## config.mk

```make
export PLATFORM = sky130hd
export DESIGN_NAME = pulse_seq_ctrl
export DESIGN_NICKNAME = d
export VERILOG_FILES = /design/src/rtl/pulse_seq_pkg.sv /design/src/rtl/pulse_seq_table.sv /design/src/rtl/pulse_seq_ctrl.sv
export SDC_FILE = /design/constraint.sdc
export NUM_CORES = 1
export LEC_CHECK = 0
export CORE_MARGIN = 2
export CORE_UTILIZATION = 35
export CTS_BUF_LIST = sky130_fd_sc_hd__clkbuf_4
export CTS_CLUSTER_SIZE = 16
export DETAILED_ROUTE_END_ITERATION = 10
export GPL_TIMING_DRIVEN = 0
export PLACE_DENSITY = 0.5
export SLEW_MARGIN = 25
export SYNTH_ARGS = -nofsm -noshare
export SYNTH_HDL_FRONTEND = slang
export SYNTH_SLANG_ARGS = --single-unit
```

## constraint.sdc

```tcl
create_clock -name clk -period 5.5 [get_ports clk]
set_input_delay 1.1 -clock clk [delete_from_list [all_inputs] [get_ports clk]]
set_output_delay 1.1 -clock clk [all_outputs]
set_load 0.01 [all_outputs]
```

## src/rtl/pulse_seq_pkg.sv

```systemverilog
// Shared types for the pulse sequencer: FSM states, register offsets and
// the table entry layout.
package pulse_seq_pkg;

    typedef enum logic [1:0] {
        ST_IDLE,
        ST_ISSUE,
        ST_DWELL,
        ST_DONE
    } state_t;

    localparam logic [4:0] REG_CTRL  = 5'd0;
    localparam logic [4:0] REG_LEN   = 5'd1;
    localparam logic [4:0] REG_TIDX  = 5'd2;
    localparam logic [4:0] REG_TCMD  = 5'd3;
    localparam logic [4:0] REG_TDATA = 5'd4;

    // Dwell field is sized for the widest counter TCMD can carry; narrower
    // DWELL_W instances only use the low bits.
    localparam int DWELL_W_MAX = 16;

    typedef struct packed {
        logic [4:0]             addr;
        logic [31:0]            data;
        logic [DWELL_W_MAX-1:0] dwell;
    } seq_entry_t;

endpackage

```

## src/rtl/pulse_seq_table.sv

```systemverilog
// Sequence table: DEPTH entries, one synchronous write port, one asynchronous
// read port, cleared by reset.
module pulse_seq_table
    import pulse_seq_pkg::*;
#(
    parameter int DEPTH = 16,
    parameter int IDX_W = $clog2(DEPTH)
) (
    input  logic             clk,
    input  logic             reset,
    input  logic             we,
    input  logic [IDX_W-1:0] waddr,
    input  seq_entry_t       wentry,
    input  logic [IDX_W-1:0] raddr,
    output seq_entry_t       rentry
);

    seq_entry_t mem_q [DEPTH];

    // Per-entry registers so the whole table can be cleared in one cycle.
    generate
        for (genvar gi = 0; gi < DEPTH; gi++) begin : g_entry
            always_ff @(posedge clk) begin
                if (reset) begin
                    mem_q[gi] <= '0;
                end else if (we && (waddr == IDX_W'(gi))) begin
                    mem_q[gi] <= wentry;
                end
            end
        end
    endgenerate

    assign rentry = mem_q[raddr];

endmodule

```

## src/rtl/pulse_seq_ctrl.sv

```systemverilog
// Table-driven sequencer that plays {addr, data, dwell} entries as single-cycle
// writes into the quad pulse core, one-shot or looped.
module pulse_seq_ctrl
    import pulse_seq_pkg::*;
#(
    parameter int DEPTH   = 16,
    parameter int DWELL_W = 16
) (
    input  logic        clk,
    input  logic        reset,
    input  logic        cs,
    input  logic        wr,
    input  logic        rd,
    input  logic [4:0]  addr,
    input  logic [31:0] wr_data,
    output logic [31:0] rd_data,
    output logic        pc_cs,
    output logic        pc_wr,
    output logic [4:0]  pc_addr,
    output logic [31:0] pc_wr_data,
    output logic        busy,
    output logic        done
);

    localparam int         IDX_W     = $clog2(DEPTH);
    localparam logic [8:0] DEPTH_LEN = 9'(DEPTH);

    state_t               state_q;
    logic [IDX_W-1:0]     cur_idx_q;
    logic [DWELL_W-1:0]   cnt_q;
    logic [8:0]           len_q;
    logic [IDX_W-1:0]     tidx_q;
    logic [4:0]           tcmd_addr_q;
    logic [DWELL_W-1:0]   tcmd_dwell_q;
    logic                 loop_q;

    logic                 reg_wr;
    logic                 start_req;
    logic                 stop_req;
    logic                 tbl_we;
    logic                 issue;
    logic                 last_entry;
    logic [DWELL_W-1:0]   cur_dwell;
    state_t               adv_state_d;
    logic [IDX_W-1:0]     adv_idx_d;
    seq_entry_t           wr_entry;
    seq_entry_t           cur_entry;
    logic                 unused_rd;

    // Reads have no side effects, so the read strobe is not needed.
    assign unused_rd = rd;

    assign reg_wr    = cs && wr;
    assign start_req = reg_wr && (addr == REG_CTRL) && wr_data[0];
    assign stop_req  = reg_wr && (addr == REG_CTRL) && wr_data[1];
    assign tbl_we    = reg_wr && (addr == REG_TDATA);

    assign wr_entry = '{addr: tcmd_addr_q, data: wr_data, dwell: DWELL_W_MAX'(tcmd_dwell_q)};

    pulse_seq_table #(
        .DEPTH (DEPTH),
        .IDX_W (IDX_W)
    ) u_table (
        .clk    (clk),
        .reset  (reset),
        .we     (tbl_we),
        .waddr  (tidx_q),
        .wentry (wr_entry),
        .raddr  (cur_idx_q),
        .rentry (cur_entry)
    );

    always_ff @(posedge clk) begin
        if (reset) begin
            len_q        <= '0;
            tidx_q       <= '0;
            tcmd_addr_q  <= '0;
            tcmd_dwell_q <= '0;
            loop_q       <= 1'b0;
        end else if (reg_wr) begin
            case (addr)
                REG_CTRL:  loop_q <= wr_data[2];
                REG_LEN: begin
                    if (!busy) begin
                        len_q <= (wr_data[8:0] > DEPTH_LEN) ? DEPTH_LEN : wr_data[8:0];
                    end
                end
                REG_TIDX:  tidx_q <= wr_data[IDX_W-1:0];
                REG_TCMD: begin
                    tcmd_addr_q  <= wr_data[4:0];
                    tcmd_dwell_q <= wr_data[16 +: DWELL_W];
                end
                REG_TDATA: tidx_q <= tidx_q + IDX_W'(1);
                default: ;
            endcase
        end
    end

    assign cur_dwell  = cur_entry.dwell[DWELL_W-1:0];
    assign last_entry = (9'(cur_idx_q) + 9'd1) >= len_q;

    always_comb begin
        adv_state_d = ST_DONE;
        adv_idx_d   = cur_idx_q;
        if (!last_entry) begin
            adv_state_d = ST_ISSUE;
            adv_idx_d   = cur_idx_q + IDX_W'(1);
        end else if (loop_q) begin
            adv_state_d = ST_ISSUE;
            adv_idx_d   = '0;
        end
    end

    // Stop overrides everything, including a start in the same write.
    always_ff @(posedge clk) begin
        if (reset) begin
            state_q   <= ST_IDLE;
            cur_idx_q <= '0;
            cnt_q     <= '0;
        end else if (stop_req) begin
            state_q <= ST_IDLE;
        end else begin
            case (state_q)
                ST_IDLE: begin
                    if (start_req && (len_q != 9'd0)) begin
                        state_q   <= ST_ISSUE;
                        cur_idx_q <= '0;
                    end
                end
                ST_ISSUE: begin
                    cnt_q <= cur_dwell;
                    if (cur_dwell != '0) begin
                        state_q <= ST_DWELL;
                    end else begin
                        state_q   <= adv_state_d;
                        cur_idx_q <= adv_idx_d;
                    end
                end
                ST_DWELL: begin
                    if (cnt_q == DWELL_W'(1)) begin
                        state_q   <= adv_state_d;
                        cur_idx_q <= adv_idx_d;
                    end else begin
                        cnt_q <= cnt_q - DWELL_W'(1);
                    end
                end
                ST_DONE: state_q <= ST_IDLE;
                default: state_q <= ST_IDLE;
            endcase
        end
    end

    assign issue      = (state_q == ST_ISSUE);
    assign busy       = issue || (state_q == ST_DWELL);
    assign done       = (state_q == ST_DONE);
    assign pc_cs      = issue;
    assign pc_wr      = issue;
    assign pc_addr    = issue ? cur_entry.addr : 5'd0;
    assign pc_wr_data = issue ? cur_entry.data : 32'd0;

    always_comb begin
        rd_data = '0;
        case (addr)
            REG_CTRL: begin
                rd_data[31]  = busy;
                rd_data[30]  = loop_q;
                rd_data[7:0] = 8'(cur_idx_q);
            end
            REG_LEN:  rd_data[8:0] = len_q;
            REG_TIDX: rd_data[7:0] = 8'(tidx_q);
            REG_TCMD: begin
                rd_data[4:0]          = tcmd_addr_q;
                rd_data[16 +: DWELL_W] = tcmd_dwell_q;
            end
            default: ;
        endcase
    end

endmodule

```

# Yosys cells after proc, flatten, opt, wreduce, memory -nomap -nowiden
# Memories as Yosys holds them, arrays and structs flattened. A register that Yosys moved wholly into a read port is not among the register bits.
# Index checks and enable logic that the tools add are counted.
# W data, S select, Z words.
# totals
inputBits	42
ramBits	848
out_inout_bits	73
mem_bits_ro	0
word_cells	190
latch_bits	0
register_bits	57
memories	1
# op_classes
div_mod_pow	0
magnitude_cmp	2
muxes	91
shifts	0
n_reduce_logical	39
n_mul	0
n_addsub	4
n_eq_ne	27
bitwise_logic	18
# memory_table
name	words	word_bits	rd	rd_clocked_by_memory_dff	wr	line	rtl
u_table.mem_q	16	53	1	1	16	pulse_seq_table.sv:18	seq_entry_t mem_q [DEPTH];
# ops
cell	n
$mux W53	16
$mux W1	51
$eq A4 B4 Y1 const B	8
$mux W32	1
$pmux W16 S2	1
$mux W4	7
$logic_and A1 B1 Y1	22
$pmux W5 S4	1
$eq A16 B1 Y1 const B	1
$eq A4 B3 Y1 const B	4
$mux W16	1
$or A1 B1 Y1	16
$reduce_bool A16 Y1	1
$sub A16 B1 Y16 const B	1
$mux W14	1
$pmux W4 S3	1
$eq A5 B2 Y1 const B	2
$mux W2	5
$ge A5 B9 Y1	1
$gt A9 B5 Y1 const B	1
$mux W9	1
$reduce_bool A9 Y1	1
$add A4 B1 Y4 const B	2
$eq A4 B2 Y1 const B	2
23 further kinds	33

# Logic depth before layout (Yosys ltp)
# depth
word_depth	8
mapped_depth	10
mapped_depth_nobuf	9

# Modules after synthesis
# Synthesis repeated with hierarchy kept, for this count alone.
# hier_totals
hier_cells	2806
area_unflattened_um2	41270.8
# modules_own_cells
module	cells_per_inst	n_inst	area_per_inst_um2	seq_area_each_um2
pulse_seq_table	2325	1	37683.6	25464.4
pulse_seq_ctrl	481	1	3587.2	1141.1

# Worst setup path before layout
# No wires, ideal clock.
# synth_timing
kind	input to register
from	in addr[0]
to	mem u_table.mem_q[12][0] (netlist name) (enable)
path_buffers	1
path_slack_ps	324
arrival_time_ps	4701
setup_ps	475
cell_stages	6
required_time_ps	5025
path_cell_list	buf_2 nor2_1 nand3_1 nor2_1 nand2_1 o21bai_1
# synth_rtl
element	line	rtl
start: declaration	pulse_seq_ctrl.sv:14	input logic [4:0] addr,
end: declaration	pulse_seq_table.sv:18	

==> key figures <==
Floorplan
  – Initial cell density of the core: 0.352
  – Row cnt: 126
  – Die Area: 0.121 sq mm
  – Die Span Y: 349 um
  – Ports: 115
  – Core box area: 0.118 sq mm
  – Chip width: 349 um

Clocking
  – # H-tree levels: 4
  – CTS sink cnt: 909
  – Post-CTS Resized: 78
  – CTS tree: done
  – Hold_buf cts: 0
  – Number of post-CTS setup repair buffers: 0
  – CTS buffer count: 240
  – Clk pin slew, worst setup/hold paths: 0.07 ns
  – Worst-skew pair later-pin latency: 1.15 ns
  – Bufs on Longest Clock Path: 3
  – Root buf cell: clkbuf_4

Global route
  – GRT Total Usage: 0.218
  – Initial antenna violation count: 8
  – Gr ovfl total: 0
  – Pin count of the biggest net entering global routing: 20
  – Global-route wire length before repair: 189000 um
  – Vias in the first global route: 27000

Synth
  – EDFF count, synth: 848
  – Mapped Cells: 2734
  – Largest cells by area after synthesis: edfxtp_1 61%, and2_1 14%, mux4_2 14%
  – Top_reg_cell synth: edfxtp_1
  – Syn avg cell area: 15.2 sq um
  – Post-synthesis sequential area ratio: 0.642
  – Warnings, synthesis: 0
  – Synth unique cells: 55
  – Cell taking the most area after synthesis: edfxtp_1
  – Mapped cell area: 0.0415 sq mm
  – Post-synthesis async set-or-reset flop share: 0
  – Yosys top cell area share: 0.613
  – Post-synthesis register bit count: 909

STA
  – Slew Limit Headroom: 0.214
  – Clock period minus worst slack: 5.32 ns
  – Setup ws final: 0.179 ns
  – Fin. max-slew vios: 0
  – Final Cycle Share: 0.967
  – RSZ-0062 raised after global routing: yes
  – Setup Total Neg Slack: 0 ns
  – # setup viols final: 0
  – WHS: 0.479 ns
  – Achievable Freq: 188 MHz
  – Slew @ Worst Pin: 1.18 ns
  – Fin. Hold Viols: 0
  – Skew final: 0.0907 ns

Route
  – Post-route ant nets: 0
  – Pre-antenna DRT Iters: 5
  – 1st-iter DRT viols: 2657
  – Drt via density: 5.28
  – DR vias: 25700
  – WL/cell: 27.0 um
  – Routed WL: 132000 um
  – DRC violations left: 0

Power
  – Worst vdd ir: 0.172 mV
  – Power Total: 14.3 mW
  – Pwr dens: 289 mW/mm^2
  – Lkg Pwr: 17.6 nW

Worst setup path
  – Reg2Reg Setup Slack: 1.90 ns
  – Crit Path Class: reg2out
  – Worst r2r path cells: 9
  – R2r endpoint: cur_idx_q[3]
  – CP bufs+invs: 5
  – CP Cell Sequence: buf_4 -> buf_4 -> clkbuf_8 -> clkbuf_8 -> mux4_2 -> mux4_2 -> and2_1 -> clkdlybuf4s50_1
  – Crit path launch type: flop
  – CP arrival: 4.22 ns
  – Worst Path Required: 4.40 ns
  – CP peak stage delay: 0.53 ns
  – Crit Path Max Fanout: 10
  – Slowest CP cell: clkdlybuf4s50_1
  – Family with the most delay on the worst path: buffers and inverters
  – Crit. End Element: output pin

Placed design
  – Post-Place Cell Area: 0.0463 sq mm
  – DPL Wire Length: 93300 um
  – GPL Wtd Cong: 0.826
  – PortBufs: 104
  – Place WS: -0.108 ns
  – Dpl cells: 4441

Cells and area
  – Fill count: 10800
  – Layout cells sized above 1: 0.238
  – Finished Core Util: 0.421
  – Area Overhead vs Synth: 19.5%
  – # nets final: 3204
  – Fin cells: 4873
  – Post-route cell area: 0.0496 sq mm

Outcome
  – Status: complete, no violations

Min path
  – Hold endpoint: len_q[5]
  – Worst hold path stage count: 1
  – Worst Hold Class: reg2reg
  – Min-delay src: len_q[5]

Flow run
  – Max_cap viols: 0
[flip-flops by register name, indices dropped and copies added (netlist names), named ones only]
name           cells
cnt_q             16
cur_idx_q          4
len_q              9
loop_q             1
state_q            2
tcmd_addr_q        5
tcmd_dwell_q      16
tidx_q             4
u_table.mem_q    848
[worst register-to-register path: cells and delay by family, from the launching register on]
kind                   cells  cell delay [ns]
AO/OA/AOI/OAI              2             0.61
buffers and inverters      2             0.98
multiplexers               1             0.20
flip-flops                 1             0.33
AND/OR/NAND/NOR            4             1.41
[cell usage after synthesis (17+ instances only)]
cell type	count
nand3_1	17
buf_2	23
mux4_2	253
clkbuf_1	184
and2_1	916
dfxtp_1	61
o21ai_0	20
a21oi_1	48
a22oi_1	35
nor2_1	54
edfxtp_1	848
nand2_1	93
[area by class of cell]
class                      instances  area, sq um  area share
antenna                            3         7.51    0.000151
multi-input combinational       1584        14100       0.283
tap                             1536         1920      0.0387
inverter                          14         52.6     0.00106
sequential                       909        26700       0.538
timing repair buffer             165         2640      0.0532
buffer                           232         1210      0.0245
clock buffer                     356         2670      0.0538
clock inverter                    74          385     0.00776
[worst max-delay path by stage]
stage	end	slack (ns)	depth (start not counted)
final	pc_addr[4]	0.18	8
after global routing	pc_wr_data[4]	-0.003	8
after CTS	pc_wr_data[6]	0.02	8
after detailed placement	pc_wr_data[13]	-0.11	8
after global placement	u_table.mem_q[8][37]	-4.06	6
after floorplan	u_table.mem_q[12][0]	0.32	6
[cells by family after synthesis]
family	count (synthesis)	share of synthesized area
AOI/OAI and AO/OA	155	0.0244
xor gates and xnor gates	2	0.000422
adders and majority gates	16	0.00482
buffers and inverters	247	0.0253
DFF	909	0.642
muxes	261	0.139
other	1	0.0000903
and+or+nand+nor	1143	0.164
[report_power, final]
part | leakage (nW) | internal, mW | total (mW) | switching (mW)
Clock | 1.83 | 3.05 | 5.91 | 2.86
Combinational | 6.56 | 0.259 | 0.637 | 0.378
Sequential | 9.25 | 7.74 | 7.80 | 0.0565
[layer usage]
layer  vias up  wire length, um  GRT usage
met3       204            10000     0.0464
met2      1111            63000      0.354
li1      11100                -          -
met4         0             3370     0.0706
met5         -                0          0
met1     13400            55200      0.293
[cells in the final DEF, fill, tap and decap left out, types with 5 or more instances in the layout]
cell and count:
nand2b_1 12, edfxtp_1 848, a21oi_1 48, and2_1 916, nor2_2 12, nand3_1 17
buf_8 5, ha_1 16, nor2_1 42, mux2i_1 8, nor3_1 5, a211oi_1 10
clkinv_2 6, buf_6 11, buf_12 7, clkdlybuf4s50_1 104, nor2b_1 6, clkinv_1 54
nand2_1 93, or2_2 6, o21bai_4 16, buf_2 8, buf_16 53, or3_1 7
buf_4 19, dfxtp_1 61, clkbuf_1 164, nor4_1 5, mux4_2 253, a22oi_1 35
inv_1 14, clkbuf_8 7, or4_1 5, conb_1 7, buf_1 7, clkbuf_4 362
clkbuf_2 5, o21ai_0 20
No activity file was read; power rests on OpenSTA's default activity.
